[src/rtl/move_button_conditioner.sv]
// Move button conditioner: four raw active-low pushbuttons in, one clean
// active-low single-cycle move strobe per press out, with optional auto-repeat.
//
// Ports:
//   clk          system clock, all logic on the rising edge
//   rst          synchronous active-high reset
//   btn_up_n     raw up button, active-low, asynchronous to clk
//   btn_down_n   raw down button, active-low, asynchronous to clk
//   btn_left_n   raw left button, active-low, asynchronous to clk
//   btn_right_n  raw right button, active-low, asynchronous to clk
//   move_up      active-low 1-cycle strobe, registered
//   move_down    active-low 1-cycle strobe, registered
//   move_left    active-low 1-cycle strobe, registered
//   move_right   active-low 1-cycle strobe, registered
//   busy         high while the direction FSM is not idle
module move_button_conditioner #(
  parameter int DEBOUNCE_CYCLES = 500000,
  parameter int HOLD_CYCLES     = 25000000,
  parameter int REPEAT_CYCLES   = 10000000,
  parameter int REPEAT_EN       = 1
) (
  input  logic clk,
  input  logic rst,
  input  logic btn_up_n,
  input  logic btn_down_n,
  input  logic btn_left_n,
  input  logic btn_right_n,
  output logic move_up,
  output logic move_down,
  output logic move_left,
  output logic move_right,
  output logic busy
);

  localparam int CW   = $clog2(DEBOUNCE_CYCLES);
  localparam int TMAX = (HOLD_CYCLES > REPEAT_CYCLES) ?
                        HOLD_CYCLES : REPEAT_CYCLES;
  localparam int TW   = $clog2(TMAX);

  localparam logic [CW-1:0] DEB_LAST = CW'(DEBOUNCE_CYCLES - 1);
  localparam logic [TW-1:0] HLD_LAST = TW'(HOLD_CYCLES - 1);
  localparam logic [TW-1:0] RPT_LAST = TW'(REPEAT_CYCLES - 1);

  typedef enum logic [1:0] {
    S_IDLE,
    S_HOLD,
    S_REPEAT,
    S_RELEASE
  } state_t;

  // Bit order everywhere: 3=up, 2=down, 1=left, 0=right.
  logic [3:0]    w_btn;
  logic [3:0]    r_s1;
  logic [3:0]    r_s2;
  logic [3:0]    r_deb;
  logic [CW-1:0] r_cnt [4];

  state_t        r_state;
  logic [1:0]    r_dir;
  logic [TW-1:0] r_tmr;
  logic [3:0]    r_strobe;
  logic [1:0]    w_pick;

  assign w_btn = {btn_up_n, btn_down_n, btn_left_n, btn_right_n};

  always_ff @(posedge clk) begin
    if (rst) begin
      r_s1  <= '1;
      r_s2  <= '1;
      r_deb <= '1;
      for (int i = 0; i < 4; i++) r_cnt[i] <= '0;
    end else begin
      r_s1 <= w_btn;
      r_s2 <= r_s1;
      // Any sample matching the settled level restarts the count.
      for (int i = 0; i < 4; i++) begin
        if (r_s2[i] == r_deb[i]) begin
          r_cnt[i] <= '0;
        end else if (r_cnt[i] == DEB_LAST) begin
          r_deb[i] <= r_s2[i];
          r_cnt[i] <= '0;
        end else begin
          r_cnt[i] <= r_cnt[i] + CW'(1);
        end
      end
    end
  end

  // Fixed priority up > down > left > right.
  always_comb begin
    w_pick = 2'd0;
    if (!r_deb[3])      w_pick = 2'd3;
    else if (!r_deb[2]) w_pick = 2'd2;
    else if (!r_deb[1]) w_pick = 2'd1;
  end

  always_ff @(posedge clk) begin
    if (rst) begin
      r_state  <= S_IDLE;
      r_dir    <= 2'd0;
      r_tmr    <= '0;
      r_strobe <= '1;
    end else begin
      r_strobe <= '1;
      unique case (r_state)
        S_IDLE: begin
          if (r_deb != 4'hF) begin
            r_dir    <= w_pick;
            r_strobe <= ~(4'b0001 << w_pick);
            r_tmr    <= '0;
            r_state  <= S_HOLD;
          end
        end
        S_HOLD: begin
          // Release is tested first so it beats a same-cycle expiry.
          if (r_deb[r_dir]) begin
            r_state <= S_RELEASE;
          end else if (REPEAT_EN != 0 && r_tmr == HLD_LAST) begin
            r_strobe <= ~(4'b0001 << r_dir);
            r_tmr    <= '0;
            r_state  <= S_REPEAT;
          end else if (r_tmr != HLD_LAST) begin
            r_tmr <= r_tmr + TW'(1);
          end
        end
        S_REPEAT: begin
          if (r_deb[r_dir]) begin
            r_state <= S_RELEASE;
          end else if (r_tmr == RPT_LAST) begin
            r_strobe <= ~(4'b0001 << r_dir);
            r_tmr    <= '0;
          end else begin
            r_tmr <= r_tmr + TW'(1);
          end
        end
        S_RELEASE: begin
          if (&r_deb) r_state <= S_IDLE;
        end
        default: r_state <= S_IDLE;
      endcase
    end
  end

  assign move_up    = r_strobe[3];
  assign move_down  = r_strobe[2];
  assign move_left  = r_strobe[1];
  assign move_right = r_strobe[0];
  assign busy       = (r_state != S_IDLE);

endmodule

[config.mk]
export PLATFORM = sky130hd
export DESIGN_NAME = move_button_conditioner
export DESIGN_NICKNAME = d
export VERILOG_FILES = /design/src/rtl/move_button_conditioner.sv
export SDC_FILE = /design/constraint.sdc
export NUM_CORES = 1
export LEC_CHECK = 0
export BUFFER_PORTS_ARGS = -buffer_cell sky130_fd_sc_hd__buf_2
export CORE_UTILIZATION = 40
export DETAILED_ROUTE_END_ITERATION = 10
export PLACE_DENSITY_LB_ADDON = 0.15
export SYNTH_ARGS = -nofsm -noshare
export SYNTH_HDL_FRONTEND = slang
export SYNTH_SLANG_ARGS = --single-unit
[constraint.sdc]
create_clock -name clk -period 3.43 [get_ports clk]
set_clock_uncertainty 0.2 [all_clocks]
set_input_delay 1.029 -clock clk [delete_from_list [all_inputs] [get_ports clk]]
set_output_delay 1.029 -clock clk [all_outputs]
set_load 0.03 [all_outputs]
# Yosys cells after proc, flatten, opt, wreduce, memory -nomap -nowiden
# Memory sizes are Yosys's and may differ from the RTL's.
# Cells that the tools add are included.
# op_classes
order_cmp	1
n_shift	2
n_addsub	5
bitwise	18
eq_ne	22
mux	82
n_reduce_logical	11
# op_table
operator	n
2-to-1 mux 19 bit	12
2-to-1 mux 25 bit	6
adder 19 x 1 -> 19 bit, second input constant	4
== test 19 bit, second input constant	4
case mux 25 bit (3 select lines)	1
2-to-1 mux 1 bit	48
adder 25 x 1 -> 25 bit, second input constant	1
== test 25 x 24 -> 1 bit, second input constant	1
== test 25 bit, second input constant	1
!= test 25 bit, second input constant	1
2-to-1 mux 4 bit	5
2-to-1 mux 2 bit	7
OR 1 bit	12
case mux 4 bit (3 select lines)	1
!= test 2 bit, second input constant	5
AND reduction 2 bit	5
NOT 4 bit	2
case mux 2 bit (4 select lines)	1
AND reduction 4 bit	2
left shift 1 x 2 -> 4 bit, first input constant	2
!= test 3 bit, second input constant	2
AND reduction 5 bit	1
== test 1 bit	4
== test 2 bit, second input constant	2
8 further kinds	11
# totals
memories	1
inputBits	6
ff_bits	45
mem_bits_rw	76
# mem_list
name	words	width	rd	rd_ports_with_merged_regs	wr	line	text
r_cnt	4	19	4	0	4	56	logic [CW-1:0] r_cnt [4];

# Longest topological paths before layout
# Gate-level depths: netlist (run 1).
# An unclocked memory read counts as a cell.
# depth
ltp_word	8
ltp_mapped	8
depth_no_buf	7

# Least setup slack after synthesis (run 1)
# OpenSTA, ideal clock, no wires.
# synth_timing
path_type	register to register
startpoint	register r_tmr[0]
endpoint	register r_strobe[3]
n_path_buf	1
period_less_slack_ns	2.593
stages_incl_launch_ff	8
path_slack_ns	0.837
setup_time_ns	0.123
arrival_time_ns	2.270
path_cell_list	dfxtp_1 -> ha_1 -> and3_1 -> clkbuf_1 -> nand2_1 -> o41a_1 -> or4_1 -> or2_2
# synth_between
elab_chain_cells	4
word_cells_on_any_way	7
cone_classes	eq/ne (2); mux (5)
# synth_rtl
element	line	text
start: declaration	60	logic [TW-1:0] r_tmr;
start signal: assignment	123	r_tmr <= r_tmr + TW'(1);
start signal: assignment	133	r_tmr <= r_tmr + TW'(1);
== test 25 x 24 -> 1 bit or == test 25 bit (tied branches)	129, 118	
2-to-1 mux 4 bit, on equally long branches	129, 118	
2-to-1 mux 4 bit, on equally long branches	127, 116	
case mux 4 bit (3 select lines) *	105	unique case (r_state)
end signal: assignment	109	r_strobe <= ~(4'b0001 << w_pick);
end signal: assignment	119	r_strobe <= ~(4'b0001 << r_dir);
end signal: assignment	130	r_strobe <= ~(4'b0001 << r_dir);
end: declaration	61	logic [3:0] r_strobe;
# Mark *: on every way between the ends. The rest lies on a longest branch, timed or not.
# A chain may end at the register's enable or synchronous reset.

# Final worst setup path (run 1)
# layout_timing
startpoint	register r_state[0]
endpoint	output port busy
# layout_between
elab_chain_cells	1
# layout_rtl
element	line	text
start: declaration	58	state_t r_state;
start signal: assignment	99	r_state <= S_IDLE;
start signal: assignment	111	r_state <= S_HOLD;
start signal: assignment	117	r_state <= S_RELEASE;
nonzero test 2 bit	148	assign busy = (r_state != S_IDLE);
end: declaration	32	output logic busy
# Every way passes these cells.

==> run_results.csv, run 1 <==
group,metric,value,unit
power,powerDensity,493,nW/um^2
yosys,synth_seq_area_share,0.507,
grt,grt_pass1_wl,20.2,mm
clocking,clk_latency,420,ps
yosys,synthDistinctLibCells,49,
clocking,ctsHoldBuffers,0,
yosys,async_reset_ff_frac,0,
cells_and_area,fillerInstances,1448,
floorplan,initial_core_util,0.411,
critical_path,r2r_start,"r_state[0]",
yosys,ys_seq_elements,121,
clocking,path_clk_slew,50,ps
yosys,syn_area,6280,sq um
critical_path,cp.required,2200,ps
grt,top_usage_layer,"met2",
cells_and_area,layout_commonest_cell,"nor2_1",
critical_path,r2r_slack,580,ps
placement,place_congestion,0.780,
hold_path,min_from,"r_s1[2]",
clocking,cts_tree,"yes",
cells_and_area,antennaDiodeCount,0,
yosys,synth_largest_area_cell,"edfxtp_1",
grt,grt_util_met2,0.254,
clocking,cts_buffers,17,
critical_path,rr_worst_depth,8,
timing,finalSetupTns,0,ps
cells_and_area,nets,734,
yosys,synthCells,630,
hold_path,min_delay_path_depth,1,
critical_path,arrival,1660,ps
cells_and_area,layout_common_cells,"101 x nor2_1, 76 x edfxtp_1, 76 x conb_1, 47 x nand2_1, 47 x xor2_1",
floorplan,ios,11,
grt,grt_max_degree,28,
detailed_routing,wl_per_cell,12.5,um
grt,antenna_found_initial,0,
grt,met1_usage,0.199,
hold_path,hold_end,"r_s2[2]",
grt,grt_overflow_total,0,
floorplan,num_rows,45,
floorplan,core,15300,sq um
yosys,synth_flop_cell,"edfxtp_1",
cells_and_area,drive_above_1_share,0.0848,
floorplan,die-area,16200,sq um
power,cellLeakagePower,2.54,nW
clocking,clock-sinks,121,
placement,dpl.hpwl,8.31,mm
floorplan,die_x,127,um
timing,drv_slew,0,
critical_path,critPathMaxFanout,12,
cells_and_area,finish.utilization,0.487,
clocking,cts_setup_buffers,0,
detailed_routing,drc_errors,0,
power,ir_drop,345,uV
grt,use_met3,0.0385,
timing,fmax,0.346,GHz
grt,grt_usage,0.158,
flow_run,maxCapViolations,0,
timing,fin_crit_sh,0.843,
detailed_routing,finalWirelength,11.8,mm
detailed_routing,viasPerCell,4.88,
yosys,synth_edf_count,76,
clocking,cts-root-buf,"clkbuf_16",
critical_path,critPathLaunchType,"flip-flop",
critical_path,r2r_end,"r_tmr[14]",
detailed_routing,drt_iter0_markers,238,
timing,max-slew-margin-rel,0.563,
hold_path,min_path_type,"flip-flop to flip-flop",
placement,io_buffer_count,10,
yosys,yosysWarnings,0,
detailed_routing,ant_nets,0,
timing,hold_viol_final,0,
critical_path,worst_setup_path_end_kind,"primary output",
detailed_routing,drt_pre_antenna_iters,4,
timing,setup_viol,0,
yosys,synthTopCellsByArea,"edfxtp_1 36%, dfxtp_1 14%, xor2_1 6.6%, nor2_1 6.0%, xnor2_1 5.7%",
timing,tightest_slew,656,ps
detailed_routing,via_count,4594,
critical_path,crit_type,"flip-flop to primary output",
timing,grt_setup_unrepaired,"no",
clocking,clock_path_buffers,2,
timing,fin_crit,2890,ps
outcome,outcome,"finished clean",
grt,grt_pass1_vias,4446,
clocking,cts_resized,0,
clocking,htreeDepth,4,
yosys,synth_area_per_cell,9.97,sq um
floorplan,die_h,127,um
yosys,yosysTopAreaCellShare,0.363,
cells_and_area,syn2layout_area_growth,18.4,%
-- cells in the mapped netlist (2+ instances only) --
master,count
nand3_1,42
or4_1,6
edfxtp_1,76
nand2_1,47
o21ai_0,12
clkbuf_1,15
or2_2,10
a21oi_1,5
xnor2_1,41
o211ai_1,2
nor4b_1,6
nand2b_1,2
and3_1,7
xor2_1,47
a221oi_1,8
ha_1,10
o41a_1,3
nor4_1,8
nand4_1,25
inv_1,21
nand4b_1,3
nor3_1,15
dfxtp_1,45
mux2i_1,5
buf_1,3
buf_2,6
o31ai_1,3
a211oi_1,18
nor2_1,101
or3_1,12
and4_1,8
-- cell type report --
cell class	count	area, sq um	share of cell area
Multi-Input combinational cell	539	3200	0.431
Sequential cell	121	3180	0.428
Clock buffer	28	571	0.0768
Tap cell	211	264	0.0355
Timing Repair Buffer	18	110	0.0148
Inverter	21	78.8	0.0106
Clock inverter	4	25.0	0.00337
-- where the power goes --
| part | switching (mW) | internal, mW |
|---|---|---|
| registers | 0.0524 | 1.60 |
| clock network | 0.628 | 1.13 |
| logic | 0.159 | 0.0924 |
-- per-layer routing --
layer | part of all wire | routed length [um]
met5 | 0 | 0
met4 | 0.015 | 174
met3 | 0.024 | 278
met2 | 0.47 | 5520
met1 | 0.49 | 5780
-- state kept, by name, summed over array words and instances, names as in the netlist --
register / count
r_s2: 4
r_s1: 4
r_tmr: 25
r_state: 2
r_dir: 2
r_deb: 4
r_strobe: 4
r_cnt: 76
-- how the worst max path moves through the flow --
stage | from | endpoint | cells after the start
finish | r_state[0] | busy | 4
global route | r_state[0] | r_tmr[14] | 8
CTS | r_state[0] | busy | 4
detailed placement | r_state[0] | r_tmr[14] | 8
global placement | r_state[0] | r_tmr[14] | 8
floorplan | r_tmr[0] | r_strobe[3] | 7
-- kinds of logic (layout without fill, tap and decap cells) --
kind of cell | after synthesis | in the layout | share of synthesized area
AO/OA/AOI/OAI | 58 | 58 | 0.0701
other | 1 | 76 | 0.000597
buffers and inverters | 45 | 71 | 0.0281
AND/OR/NAND/NOR | 301 | 301 | 0.240
flip-flops | 121 | 121 | 0.507
adder cells (fa/ha/maj) | 10 | 10 | 0.0199
multiplexers | 6 | 6 | 0.0116
XOR/XNOR | 88 | 88 | 0.123
-- worst max-delay path, stage by stage, from the launching register on --
cell     delay (ps)
dfxtp_1         330
inv_1           130
ha_1            450
inv_1           120
buf_2           210
-- through the flow --
| stage | instance area, sq um | setup slack (ps) | hold slack [ps] | power (mW) | std cells |
|---|---|---|---|---|---|
| floorplan | 6560 | 837 | 189 | 1.87 | 705 |
| global placement | 6840 | 668 | 192 | 1.93 | 910 |
| detailed placement | 6840 | 598 | 193 | 1.93 | 910 |
| CTS | 7430 | 513 | 206 | 3.71 | 942 |
| global route | 7430 | 389 | 220 | 3.80 | 942 |
| finish | 7430 | 538 | 205 | 3.66 | 942 |
(Power assumes the default switching activity.)
==> inputs of run 2 (changes only) <==
ABC_AREA = 1   (was not set)
clock period = 3.03 ns   (was 3.43 ns; I/O delays follow)
==> run 2 against run 1 <==
  * Combinational power is 120% higher
  * Die area increased by 11%
  * Worst hold slack improved by 1.2 ps
  * Design area is 9.6% higher
  * Synthesized cell count rose by 43%
  * Critical path type unchanged
  * Critical endpoint unchanged
==> run_results.csv, run 2 <==
group,metric,value,unit
outcome,outcome,"finished clean",
critical_path,r2r_end,"r_tmr[20]",
yosys,synth.most_common_cell,"nand2_1",
grt,grt_pass1_wl,24.2,mm
grt,antenna_found_initial,0,
placement,dpl-instance-area,7530,sq um
floorplan,die_x,134,um
timing,drv_slew,0,
cells_and_area,drive_above_1_share,0.108,
yosys,synth_edf_count,76,
yosys,async_reset_ff_frac,0,
detailed_routing,dr_wl_met3,394,um
critical_path,arrival,1620,ps
yosys,synth_largest_area_cell,"edfxtp_1",
timing,setup_slack,302,ps
detailed_routing,viasPerCell,4.60,
floorplan,num_rows,47,
floorplan,ios,11,
power,cellLeakagePower,3.36,nW
power,ir_drop,373,uV
cells_and_area,largest_register_ffs,76,
clocking,cts_setup_buffers,0,
clocking,clock_path_buffers,2,
clocking,cts_resized,0,
clocking,htreeDepth,4,
grt,grt_max_degree,25,
yosys,synth_flop_cell,"edfxtp_1",
flow_run,maxCapViolations,0,
detailed_routing,top_layer,"met4",
critical_path,cp.required,1920,ps
grt,grt_usage,0.170,
detailed_routing,via_count,5664,
critical_path,critPathLaunchType,"flip-flop",
placement,place_congestion,0.830,
critical_path,crit_type,"flip-flop to primary output",
critical_path,critPathMaxFanout,6,
detailed_routing,drt_iter0_markers,315,
hold_path,min_delay_path_depth,1,
critical_path,crit_path_start,"r_state[0]",
timing,tightest_slew,550,ps
yosys,yosysTopAreaCellShare,0.327,
cells_and_area,finish.utilization,0.484,
cells_and_area,antennaDiodeCount,0,
cells_and_area,layout_common_cells,"191 x nand2_1, 135 x nor2_1, 124 x inv_1, 76 x edfxtp_1, 76 x conb_1",
yosys,yosysWarnings,0,
yosys,synthTopCellsByArea,"edfxtp_1 33%, dfxtp_1 13%, nand2_1 10%, nor2_1 7.3%, inv_1 6.7%",
critical_path,r2r_slack,720,ps
critical_path,rr_worst_depth,10,
critical_path,worstSetupEndpoint,"busy",
timing,fin_crit,2730,ps
floorplan,initial_core_util,0.415,
grt,grt_overflow_total,0,
clocking,cts_buffers,17,
cells_and_area,syn2layout_area_growth,16.8,%
cells_and_area,reg.largest.list,"r_cnt: 76 flops, r_tmr: 25 flops",
cells_and_area,nets,1013,
clocking,clock-sinks,121,
cells_and_area,layout_commonest_cell,"nand2_1",
grt,grt_pass1_vias,5280,
yosys,synth_seq_area_share,0.456,
detailed_routing,drt_pre_antenna_iters,6,
yosys,synthTopCellsByCount,"191 x nand2_1, 135 x nor2_1, 124 x inv_1, 76 x edfxtp_1, 65 x nand3_1",
clocking,cts-root-buf,"clkbuf_16",
timing,max-slew-margin-rel,0.632,
placement,dp_slack,465,ps
critical_path,worst_setup_path_end_kind,"primary output",
yosys,synth_area_per_cell,7.77,sq um
detailed_routing,routedLengthMet1,7.05,mm
yosys,synthCells,898,
cells_and_area,final_area,8150,sq um
clocking,path_clk_slew,50,ps
floorplan,core,16800,sq um
cells_and_area,fillerInstances,1702,
detailed_routing,ant_nets,0,
floorplan,die-area,18000,sq um
detailed_routing,finalWirelength,13.9,mm
detailed_routing,drc_errors,0,
timing,setup_viol,0,
timing,fmax,0.367,GHz
yosys,synthDistinctLibCells,41,
floorplan,die_h,134,um
placement,io_buffer_count,10,
detailed_routing,met2_length,6.25,mm
power,powerDensity,557,nW/um^2
critical_path,r2r_start,"r_state[0]",
hold_path,min_path_type,"flip-flop to flip-flop",
yosys,ys_seq_elements,121,
timing,hold_viol_final,0,
yosys,syn_area,6970,sq um
clocking,clk_latency,410,ps
timing,fin_crit_sh,0.900,
clocking,cts_tree,"yes",
timing,grt_setup_unrepaired,"no",
clocking,ctsHoldBuffers,0,
detailed_routing,wl_per_cell,11.3,um
timing,finalSetupTns,0,ps
placement,dpl.hpwl,10.3,mm
hold_path,min_from,"r_s1[3]",
cells_and_area,regMostFlops,"r_cnt",
## run 2: logic make-up after synthesis
| logic type | count (synthesis) | synth area share |
|---|---|---|
| compound gates | 59 | 0.0483 |
| xor+xnor | 36 | 0.0452 |
| fa+ha+maj | 10 | 0.0179 |
| buf+inv | 139 | 0.0815 |
| flops | 121 | 0.456 |
| other cells | 1 | 0.000538 |
| simple gates | 532 | 0.350 |
## run 2: per-stage QoR
stage	power, mW	hold slack [ps]	instances
2_1_floorplan	2.40	189	973
3_3_place_gp	2.50	192	1198
3_5_place_dp	2.50	198	1198
4_1_cts	4.60	210	1230
5_1_grt	4.74	219	1230
6_report	4.53	206	1230
## run 2: power by group
| part | switching (mW) | internal [mW] |
|---|---|---|
| Clock | 0.705 | 1.37 |
| Sequential | 0.0689 | 1.84 |
| Combinational | 0.404 | 0.155 |
## run 2: worst min-delay path by stage
stage,slack (ps),to
2_1_floorplan,190,r_s2[0]
3_3_place_gp,190,r_s2[0]
3_5_place_dp,200,r_s2[3]
4_1_cts,210,r_s2[3]
5_1_grt,220,r_s2[3]
6_report,210,r_s2[3]
## run 2: critical path, cell delays in order (launching register included)
cell and delay, ps:
dfxtp_1 420, inv_1 110, ha_1 270, inv_1 170
buf_2 240
## run 2: routing by layer
layer | GRT usage | vias to the layer above
li1 | - | 3049
met1 | 0.223 | 2522
met2 | 0.269 | 74
met3 | 0.0329 | 19
met4 | 0.0768 | 0
met5 | 0 | -
## run 2: layout make-up
cell class | count | area (sq um) | area share
Timing Repair Buffer | 15 | 87.6 | 0.0108
Clock inverter | 7 | 83.8 | 0.0103
Multi-Input combinational cell | 713 | 3500 | 0.430
Sequential cell | 121 | 3180 | 0.391
Tap cell | 220 | 275 | 0.0338
Clock buffer | 25 | 528 | 0.0648
Inverter | 129 | 484 | 0.0594
